**src/rtl/eco32f_divider_pkg.sv**
```systemverilog
// Shared types and constants for the eco32f iterative divider.
// ECO32F_DIV_RADIX4_EN selects two restoring steps per cycle (16-cycle RUN).
package eco32f_divider_pkg;

  typedef enum logic [1:0] {
    ECO32F_DIV_IDLE = 2'd0,
    ECO32F_DIV_RUN  = 2'd1,
    ECO32F_DIV_DONE = 2'd2
  } div_state_e;

  localparam int ECO32F_DIV_CNT_W = 5;

`ifdef ECO32F_DIV_RADIX4_EN
  localparam int ECO32F_DIV_CYCLES = 16;
`else
  localparam int ECO32F_DIV_CYCLES = 32;
`endif

  // Counter is loaded with CYCLES-1 so that DONE follows the cycle where it reads zero.
  localparam logic [ECO32F_DIV_CNT_W-1:0] ECO32F_DIV_CNT_INIT =
    ECO32F_DIV_CNT_W'(ECO32F_DIV_CYCLES - 1);

  function automatic logic [31:0] div_magnitude(input logic [31:0] v, input logic sgn);
    return (sgn && v[31]) ? (32'd0 - v) : v;
  endfunction

  function automatic logic [31:0] div_apply_sign(input logic [31:0] v, input logic neg);
    return neg ? (32'd0 - v) : v;
  endfunction

endpackage

```
**src/rtl/eco32f_divider_if.sv**
```systemverilog
// EX-stage request and result signals between the pipeline and the divider.
// Shared by both ECO32F_DIV_RADIX4_EN build variants.
interface eco32f_divider_if;
  logic        ex_op_div;
  logic        ex_op_rem;
  logic        ex_signed_div;
  logic [31:0] ex_op_a;
  logic [31:0] ex_op_b;
  logic        ex_stall;
  logic        ex_flush;
  logic        div_stall;
  logic        div_valid;
  logic [31:0] div_result;
  logic        div_exc_zero;

  modport master (
    output ex_op_div, ex_op_rem, ex_signed_div, ex_op_a, ex_op_b, ex_stall, ex_flush,
    input  div_stall, div_valid, div_result, div_exc_zero
  );

  modport slave (
    input  ex_op_div, ex_op_rem, ex_signed_div, ex_op_a, ex_op_b, ex_stall, ex_flush,
    output div_stall, div_valid, div_result, div_exc_zero
  );
endinterface

```
**src/rtl/eco32f_div_step.sv**
```systemverilog
// One combinational restoring-division step over the {rem,quot} pair.
// Chained twice by the divider when ECO32F_DIV_RADIX4_EN is defined.
module eco32f_div_step (
  input  logic [31:0] rem,
  input  logic [31:0] quot,
  input  logic [31:0] divisor,
  output logic [31:0] rem_nxt,
  output logic [31:0] quot_nxt
);

  logic [32:0] shifted_s;
  logic [33:0] diff_s;

  // Shift in the next dividend bit and trial-subtract; bit 33 is the borrow.
  always_comb begin
    shifted_s = {rem, quot[31]};
    diff_s    = {1'b0, shifted_s} - {2'b00, divisor};
    if (diff_s[33]) begin
      rem_nxt  = shifted_s[31:0];
      quot_nxt = {quot[30:0], 1'b0};
    end else begin
      rem_nxt  = diff_s[31:0];
      quot_nxt = {quot[30:0], 1'b1};
    end
  end

endmodule

```
**src/rtl/eco32f_divider.sv**
```systemverilog
// Multi-cycle signed/unsigned divider for the EX stage with IDLE/RUN/DONE sequencing.
// Define ECO32F_DIV_RADIX4_EN to retire two quotient bits per cycle.
module eco32f_divider
  import eco32f_divider_pkg::*;
(
  input  logic               clk,
  input  logic               rst,
  eco32f_divider_if.slave    bus
);

  div_state_e                  state_r, state_s;
  logic [ECO32F_DIV_CNT_W-1:0] cnt_r, cnt_s;
  logic [31:0]                 rem_r, rem_s;
  logic [31:0]                 quot_r, quot_s;
  logic [31:0]                 divisor_r, divisor_s;
  logic                        op_rem_r, op_rem_s;
  logic                        neg_q_r, neg_q_s;
  logic                        neg_r_r, neg_r_s;
  logic                        valid_r, valid_s;
  logic [31:0]                 result_r, result_s;
  logic                        exc_zero_r, exc_zero_s;
  logic                        stall_s;
  logic                        start_s;
  logic [31:0]                 step_rem_s, step_quot_s;
  logic [31:0]                 final_s;

`ifdef ECO32F_DIV_RADIX4_EN
  logic [31:0] mid_rem_s, mid_quot_s;

  eco32f_div_step u_step0 (
    .rem(rem_r), .quot(quot_r), .divisor(divisor_r),
    .rem_nxt(mid_rem_s), .quot_nxt(mid_quot_s)
  );
  eco32f_div_step u_step1 (
    .rem(mid_rem_s), .quot(mid_quot_s), .divisor(divisor_r),
    .rem_nxt(step_rem_s), .quot_nxt(step_quot_s)
  );
`else
  eco32f_div_step u_step0 (
    .rem(rem_r), .quot(quot_r), .divisor(divisor_r),
    .rem_nxt(step_rem_s), .quot_nxt(step_quot_s)
  );
`endif

  assign start_s = bus.ex_op_div | bus.ex_op_rem;
  // Result of the last step, sign-corrected, so DONE can register it directly.
  assign final_s = op_rem_r ? div_apply_sign(step_rem_s, neg_r_r)
                            : div_apply_sign(step_quot_s, neg_q_r);

  // Next-state, datapath and stall decode.
  always_comb begin
    state_s    = state_r;
    cnt_s      = cnt_r;
    rem_s      = rem_r;
    quot_s     = quot_r;
    divisor_s  = divisor_r;
    op_rem_s   = op_rem_r;
    neg_q_s    = neg_q_r;
    neg_r_s    = neg_r_r;
    valid_s    = 1'b0;
    result_s   = result_r;
    exc_zero_s = 1'b0;
    stall_s    = 1'b0;
    case (state_r)
      ECO32F_DIV_IDLE: begin
        if (start_s && !bus.ex_flush) begin
          stall_s   = 1'b1;
          op_rem_s  = bus.ex_op_rem;
          neg_q_s   = bus.ex_signed_div & (bus.ex_op_a[31] ^ bus.ex_op_b[31]);
          neg_r_s   = bus.ex_signed_div & bus.ex_op_a[31];
          quot_s    = div_magnitude(bus.ex_op_a, bus.ex_signed_div);
          rem_s     = 32'd0;
          divisor_s = div_magnitude(bus.ex_op_b, bus.ex_signed_div);
          cnt_s     = ECO32F_DIV_CNT_INIT;
          if (bus.ex_op_b == 32'd0) begin
            state_s    = ECO32F_DIV_DONE;
            valid_s    = 1'b1;
            result_s   = 32'd0;
            exc_zero_s = 1'b1;
          end else begin
            state_s = ECO32F_DIV_RUN;
          end
        end else begin
          state_s = ECO32F_DIV_IDLE;
        end
      end
      ECO32F_DIV_RUN: begin
        if (bus.ex_flush) begin
          state_s = ECO32F_DIV_IDLE;
        end else begin
          stall_s = 1'b1;
          rem_s   = step_rem_s;
          quot_s  = step_quot_s;
          if (cnt_r == {ECO32F_DIV_CNT_W{1'b0}}) begin
            state_s  = ECO32F_DIV_DONE;
            valid_s  = 1'b1;
            result_s = final_s;
          end else begin
            cnt_s = cnt_r - ECO32F_DIV_CNT_W'(1);
          end
        end
      end
      ECO32F_DIV_DONE: begin
        // The op still visible in EX here is the finished instruction, not a new one.
        if (bus.ex_flush || !bus.ex_stall) begin
          state_s = ECO32F_DIV_IDLE;
        end else begin
          valid_s    = 1'b1;
          exc_zero_s = exc_zero_r;
        end
      end
      default: begin
        state_s = ECO32F_DIV_IDLE;
      end
    endcase
  end

  // State and datapath registers.
  always_ff @(posedge clk) begin
    if (rst) begin
      state_r    <= ECO32F_DIV_IDLE;
      cnt_r      <= {ECO32F_DIV_CNT_W{1'b0}};
      rem_r      <= 32'd0;
      quot_r     <= 32'd0;
      divisor_r  <= 32'd0;
      op_rem_r   <= 1'b0;
      neg_q_r    <= 1'b0;
      neg_r_r    <= 1'b0;
      valid_r    <= 1'b0;
      result_r   <= 32'd0;
      exc_zero_r <= 1'b0;
    end else begin
      state_r    <= state_s;
      cnt_r      <= cnt_s;
      rem_r      <= rem_s;
      quot_r     <= quot_s;
      divisor_r  <= divisor_s;
      op_rem_r   <= op_rem_s;
      neg_q_r    <= neg_q_s;
      neg_r_r    <= neg_r_s;
      valid_r    <= valid_s;
      result_r   <= result_s;
      exc_zero_r <= exc_zero_s;
    end
  end

  assign bus.div_stall    = stall_s;
  assign bus.div_valid    = valid_r;
  assign bus.div_result   = result_r;
  assign bus.div_exc_zero = exc_zero_r;

endmodule

```
**src/flat_wrapper.sv**
```systemverilog
// flat-port wrapper written by rule: the top's interface ports become plain ports
module eco32f_divider_flat import eco32f_divider_pkg::*;
  (clk, rst, bus_ex_op_div, bus_ex_op_rem, bus_ex_signed_div, bus_ex_op_a, bus_ex_op_b, bus_ex_stall, bus_ex_flush, bus_div_stall, bus_div_valid, bus_div_result, bus_div_exc_zero);
  eco32f_divider_if bus_i ();
  input  logic clk;
  input  logic rst;
  input wire logic [$bits(bus_i.ex_op_div)-1:0] bus_ex_op_div;
  input wire logic [$bits(bus_i.ex_op_rem)-1:0] bus_ex_op_rem;
  input wire logic [$bits(bus_i.ex_signed_div)-1:0] bus_ex_signed_div;
  input wire logic [$bits(bus_i.ex_op_a)-1:0] bus_ex_op_a;
  input wire logic [$bits(bus_i.ex_op_b)-1:0] bus_ex_op_b;
  input wire logic [$bits(bus_i.ex_stall)-1:0] bus_ex_stall;
  input wire logic [$bits(bus_i.ex_flush)-1:0] bus_ex_flush;
  output wire logic [$bits(bus_i.div_stall)-1:0] bus_div_stall;
  output wire logic [$bits(bus_i.div_valid)-1:0] bus_div_valid;
  output wire logic [$bits(bus_i.div_result)-1:0] bus_div_result;
  output wire logic [$bits(bus_i.div_exc_zero)-1:0] bus_div_exc_zero;
  assign bus_i.ex_op_div = bus_ex_op_div;
  assign bus_i.ex_op_rem = bus_ex_op_rem;
  assign bus_i.ex_signed_div = bus_ex_signed_div;
  assign bus_i.ex_op_a = bus_ex_op_a;
  assign bus_i.ex_op_b = bus_ex_op_b;
  assign bus_i.ex_stall = bus_ex_stall;
  assign bus_i.ex_flush = bus_ex_flush;
  assign bus_div_stall = bus_i.div_stall;
  assign bus_div_valid = bus_i.div_valid;
  assign bus_div_result = bus_i.div_result;
  assign bus_div_exc_zero = bus_i.div_exc_zero;
  eco32f_divider u_core (.clk(clk), .rst(rst), .bus(bus_i));
endmodule
```
**config.mk**
```make
export PLATFORM = sky130hd
export DESIGN_NAME = eco32f_divider_flat
export DESIGN_NICKNAME = d
export VERILOG_FILES = /design/src/rtl/eco32f_divider_pkg.sv /design/src/rtl/eco32f_divider_if.sv /design/src/rtl/eco32f_div_step.sv /design/src/rtl/eco32f_divider.sv /design/src/flat_wrapper.sv
export SDC_FILE = /design/constraint.sdc
export NUM_CORES = 1
export LEC_CHECK = 0
export ABC_AREA = 1
export CAP_MARGIN = 20
export CORE_ASPECT_RATIO = 1.1
export CORE_MARGIN = 3
export CORE_UTILIZATION = 60
export DETAILED_ROUTE_END_ITERATION = 12
export MAX_ROUTING_LAYER = met4
export PLACE_DENSITY = 0.79
export SETUP_SLACK_MARGIN = 0.5
export SLEW_MARGIN = 20
export SYNTH_ARGS = -nofsm -noshare
export SYNTH_HDL_FRONTEND = slang
export SYNTH_SLANG_ARGS = --single-unit
```
**constraint.sdc**
```tcl
create_clock -name clk -period 4.6 [get_ports clk]
set_input_delay 0.92 -clock clk [delete_from_list [all_inputs] [get_ports clk]]
set_output_delay 0.92 -clock clk [all_outputs]
set_load 0.03 [all_outputs]
```
Word-level counts from Yosys, hierarchy flattened
Cells that the tools add are included.
- add/sub/neg operators: 6
- equal/unequal tests: 9
- mux-type cells: 39
- bitwise logic cells: 4
- reduce and logical (&&, ||, !) cells: 15
- operator list (operator ; count):
    $mux 32 ; 14
    $pmux 32 s2 ; 3
    $sub 1x32->32 const A ; 4
    $sub 33x32->34 ; 1
    $logic_not 32->1 ; 1
    $mux 5 ; 3
    $mux 2 ; 5
    $pmux 5 s2 ; 1
    $mux 1 ; 9
    $ne 2x1->1 const B ; 4
    $pmux 2 s3 ; 1
    $logic_not 5->1 ; 1
    $reduce_and 5->1 ; 1
    $sub 5x1->5 const B ; 1
    $ne 2x2->1 const B ; 2
    $pmux 1 s2 ; 2
    $reduce_and 2->1 ; 2
    $reduce_and 4->1 ; 1
    $logic_and 1x1->1 ; 3
    $ne 3x2->1 const B ; 1
    $pmux 1 s3 ; 1
    $reduce_and 3->1 ; 1
    $and 1x1->1 ; 2
    $eq 2x1->1 const B ; 1
    7 further kinds ; 8
- register bits: 140
- input bits: 71
- output and inout bits: 35
- logic and storage cells: 84

Longest topological paths before layout
- depth in word-level cells: 8
- mapped depth: 29
- mapped depth without buffers: 28

By module
A second synthesis with hierarchy kept.
- cells, all modules: 2185
- area total of the unflattened synthesis: 12552.0 um2
- by module, submodules not included (module ; instances ; cells an instance ; area each (um2) ; sequential area each (um2)):
    eco32f_divider ; 1 ; 1515 ; 9193.8 ; 2802.7
    eco32f_div_step ; 1 ; 670 ; 3358.2 ; 0.0

Worst setup path before layout
OpenSTA, ideal clock, no wires.
- kind: flip-flop to flip-flop
- from: register u_core.divisor_r[8]
- to: register u_core.result_r[28] (netlist: u_core.bus.div_result[28])
- setup time: 0.132 ns
- arrival time: 3.280 ns
- data required time: 4.468 ns
- setup slack: 1.187 ns
- cell stages (with the launch flop): 30
- buffers on the path: 1
- clock period less this slack: 3.413 ns
- cell sequence: dfxtp_1 inv_1 ha_1 nand2_2 inv_2 nand2_1 nand2_2 clkinv_1 nand3_2 nand2_2 nand2_4 nand2_8 nand2_4 buf_12 inv_4 ha_1 nand3_1 nor2_1 nand3_1 nor2_1 nand2_1 nor2_1 a31oi_1 a21oi_1 o21ai_0 xor2_1 nor2_1 nor2_1 nand2_1 a21oi_1
- cells in the longest elaborated chain, start to end: 8
- elaborated cells between the ends (all ways): 11
- classes of those cells: 3 x add/sub; 8 x mux
- RTL lines (item ; RTL line ; RTL):
    from (decl) ; eco32f_divider.sv:15 ; logic [31:0] divisor_r, divisor_s;
    from (signal assigned) ; eco32f_divider.sv:137 ; divisor_r <= divisor_s;
    $sub 33x32->34 * ; eco32f_div_step.sv:17 ; diff_s = {1'b0, shifted_s} - {2'b00, divisor};
    $mux 1 or $mux 32 (tied branches) ; eco32f_div_step.sv:18 ; if (diff_s[33]) begin
    $sub 1x32->32 ; eco32f_divider_pkg.sv:28 ; return neg ? (32'd0 - v) : v;
    $mux 32 ; eco32f_divider_pkg.sv:28 ;
    $mux 32 * ; eco32f_divider.sv:47 ; assign final_s = op_rem_r ? div_apply_sign(step_rem_s, neg_r_r)
    $mux 32 * ; eco32f_divider.sv:94 ; if (cnt_r == {ECO32F_DIV_CNT_W{1'b0}}) begin
    $mux 32 * ; eco32f_divider.sv:88 ; if (bus.ex_flush) begin
    $pmux 32 s2 * ; eco32f_divider.sv:64 ; case (state_r)
    to (signal assigned) ; eco32f_divider.sv:142 ; result_r <= result_s;
    to (decl) ; eco32f_divider.sv:20 ; logic [31:0] result_r, result_s;
Mark *: on every way between the ends. The rest lies on a longest branch, timed or not. The select of a mux whose other input is x is not followed.
A chain may end at the register's enable or synchronous reset.

Worst setup path after layout
- from: register u_core.divisor_r[19]
- to: register u_core.result_r[26] (netlist: u_core.bus.div_result[26])
Same word-level chain as after synthesis.

==> metrics.txt <==
status finished, final reports clean; FF-to-FF Start u_core.divisor_r[19]; violation count after the first detailed-route iteration 1,375; CP top delay family simple AND/OR/NAND/NOR gates; fin util 71.5%; vias in the first global route 12,200; most used flip-flop cell after synthesis dfxtp_1; register area share after synthesis 23.7%; Peak supply drop 249 uV; routability cong. 0.980; worst path buffer plus inverter count 2; Static Leak 6.46 nW; WL final 38,500 microns; FMAX 261 MHz; drt wl/cell 16.2 microns; Flop pwr share 34.5%; CTS tree yes; CP Class reg -> reg; setup TNS 0 ns; drt pass-1 iters 8; overall die area 0.0214 sq mm; final setup vio count 0; Root Driver clkbuf_16; Vias/cell 5.66; combinational group share of total power 28.5%; CP Data Required Time 4.86 ns; post-route antenna net violation count 0; clk_skew 0.0212 ns; largest net degree at the start of global routing 91; fraction of final layout cells with drive strength greater than 1 6.84%; Worst-Skew Late Latency 0.43 ns; minimum clock period 3.83 ns; Port Buffers 105; YS warnings 0; Yosys cell types 50; Hold Crit Class reg -> reg; clock share of power 37.0%; Worst-path clk slew 0.06 ns; initial antenna violation count 0; slowest stage delay, CP 0.42 ns; Worst-Margin Slew 1.05 ns; Synthesized Nets 2,157; fin nets 2,230; area fraction of the dominant cell type after synthesis 23.7%; Slew HR 30.0%; final worst-path setup slack 0.771 ns; slowest CP cell dfxtp_1; critical-path maximum fanout 37; DIE HEIGHT 153 microns; Critical Path, Cell by Cell inv_1 > ha_1 > nand2_1 > nor2_1 > nand2_1 > nor2_4 > nand2_8 > nand2_4 > buf_4 > nand2_1 > nand2_2 > ha_1 > nand3_4 > nor2_4 > nand2_2 > nand2_2 > nand2_1 > nand2_1 > nand3_1 > nand2_1 > a21oi_1; initial core utilization 61.5%; total gr overflow 0; Synth Cell Area 0.0118 sq mm; Mapped Cells 2,048; Psw 0.00139 W; Post-DP Area 0.0130 sq mm; CP startpoint kind flop; TritonCTS buffer count 17; number of flops mapped to enable cells by yosys 0; Critical Path End Type flop; # Max-Cap Violations 0; syn_area_per_cell 5.77 sq um; diode count 0; hpwl dp 29,200 microns; H-tree Lvls 4; Slew Viols, Final 0; Pwr Total 0.00395 W; Async S/R FF share, synth 0%; clock sinks 140; routed via count 13,500; GRT Overall Usage 35.8%; Sw Ratio 35.3%; final clock period utilization by the worst path 83.2%; IO Pins 106; final instance area 0.0137 sq mm; Pwr Density 287 mW/mm^2; Std-Cell Core Area 0.0192 sq mm; Critical Path Start u_core.divisor_r[19]; Synth-to-Final Area Change 16.3%; first-pass GRT wire length 61,000 microns; RSZ-0062 raised after global routing false; drt drc 0; Pint 0.00255 W; # rows 53; arrival time worst endpoint 4.09 ns; CTS max path bufs 2; crit-path most repeated cell nand2_1; area leader, netlist dfxtp_1; Synth area leaders dfxtp_1 24%, nand2_1 20%, inv_1 8.8%; Hold Crit Start u_core.cnt_r[0]; die width 140 microns; Synth Register Bits 140; pre-CTS setup slack 0.682 ns; final count of hold timing violations 0
sequential cells by signal (all words and copies together) (netlist names):
| signal | count |
|---|---|
| u_core.neg_r_r | 1 |
| u_core.bus.div_result | 32 |
| u_core.neg_q_r | 1 |
| u_core.bus.div_valid | 1 |
| u_core.quot_r | 32 |
| u_core.rem_r | 32 |
| u_core.state_r | 2 |
| u_core.op_rem_r | 1 |
| u_core.divisor_r | 32 |
| u_core.cnt_r | 5 |
| u_core.bus.div_exc_zero | 1 |
per-stage QoR:
step	hold WS [ns]	std cells
CTS	0.448	2375
global placement	0.437	2343
floorplan	0.423	2048
global route	0.485	2381
finish	0.452	2381
detailed placement	0.444	2343
synthesized netlist by cell type, types with 4 or more instances:
library cell,n
o221ai_1,6
nor2_2,10
nand4_1,14
a21oi_1,176
inv_2,10
nand3b_1,19
nand3_1,143
nand2_2,27
buf_1,5
clkinv_1,5
inv_1,277
a21oi_2,4
o21ai_1,7
xor2_1,42
ha_1,37
nand2_1,618
clkbuf_1,61
nor4_1,9
xnor2_1,19
buf_2,4
nor2_1,177
nor2_4,4
or2_2,5
a31oi_1,12
o21ai_0,134
o211ai_1,9
dfxtp_1,140
nor3_1,41
power groups by stage:
stage / sequential, W / combinational, W / clock (W)
3_3_place_gp: 0.00138 / 0.00105 / 0
4_1_cts: 0.00136 / 0.00107 / 0.00146
5_1_grt: 0.00137 / 0.00124 / 0.00152
3_5_place_dp: 0.00138 / 0.00106 / 0
2_1_floorplan: 0.00136 / 0.000742 / 0
6_report: 0.00136 / 0.00113 / 0.00146
final timing paths:
kind / endpoint / slack (ns) / cells past startpoint
min: u_core.cnt_r[0] / 0.45 / 1
max: u_core.bus.div_result[26] / 0.77 / 21
max reg2reg: u_core.bus.div_result[26] / 0.77 / 21
min reg2reg: u_core.cnt_r[0] / 0.45 / 1
repair_timing:
item / CTS / global route
setup buffers: 0 / 5
endpoints found under the setup margin: 0 / 6
hold buffers: 0 / 0
endpoints found under the hold margin: 0 / 0
gates resized for setup: 0 / 20
cells in the final DEF, fill, tap and decap left out, drive strengths merged, types with 5 or more instances in the layout:
cell type	count
nand2	649
inv	292
nor2	191
a21oi	180
nand3	147
o21ai	143
dfxtp	140
clkdlybuf4s50	103
xor2	42
nor3	41
ha	37
buf	25
clkbuf	20
nand3b	19
xnor2	19
nand4	14
a31oi	12
nor4	9
o211ai	9
clkinv	7
o221ai	6
or2	5
metal layers:
| metal | vias to the layer above | wire, microns | GRT usage, % |
|---|---|---|---|
| li1 | 6714 | - | - |
| met1 | 6060 | 16500 | 47.0 |
| met2 | 617 | 17600 | 56.2 |
| met3 | 87 | 2960 | 5.26 |
| met4 | 0 | 1370 | 12.9 |
| met5 | - | 0 | - |
kinds of logic after synthesis:
logic type,share of synthesized area (%)
simple gates,39.1
buf+inv,12.1
compound gates,16.5
flops,23.7
xor+xnor,4.52
fa+ha+maj,4.09
cell type report:
cell class	instances	area (sq um)
timing repair buffer	128	1220
tap	247	309
fill	1764	5490
clock inverter	12	160
multi-input combinational	1541	7690
sequential	140	2800
clock buffer	20	457
inverter	293	1100
Note: power is estimated with default switching activity, not from simulation.
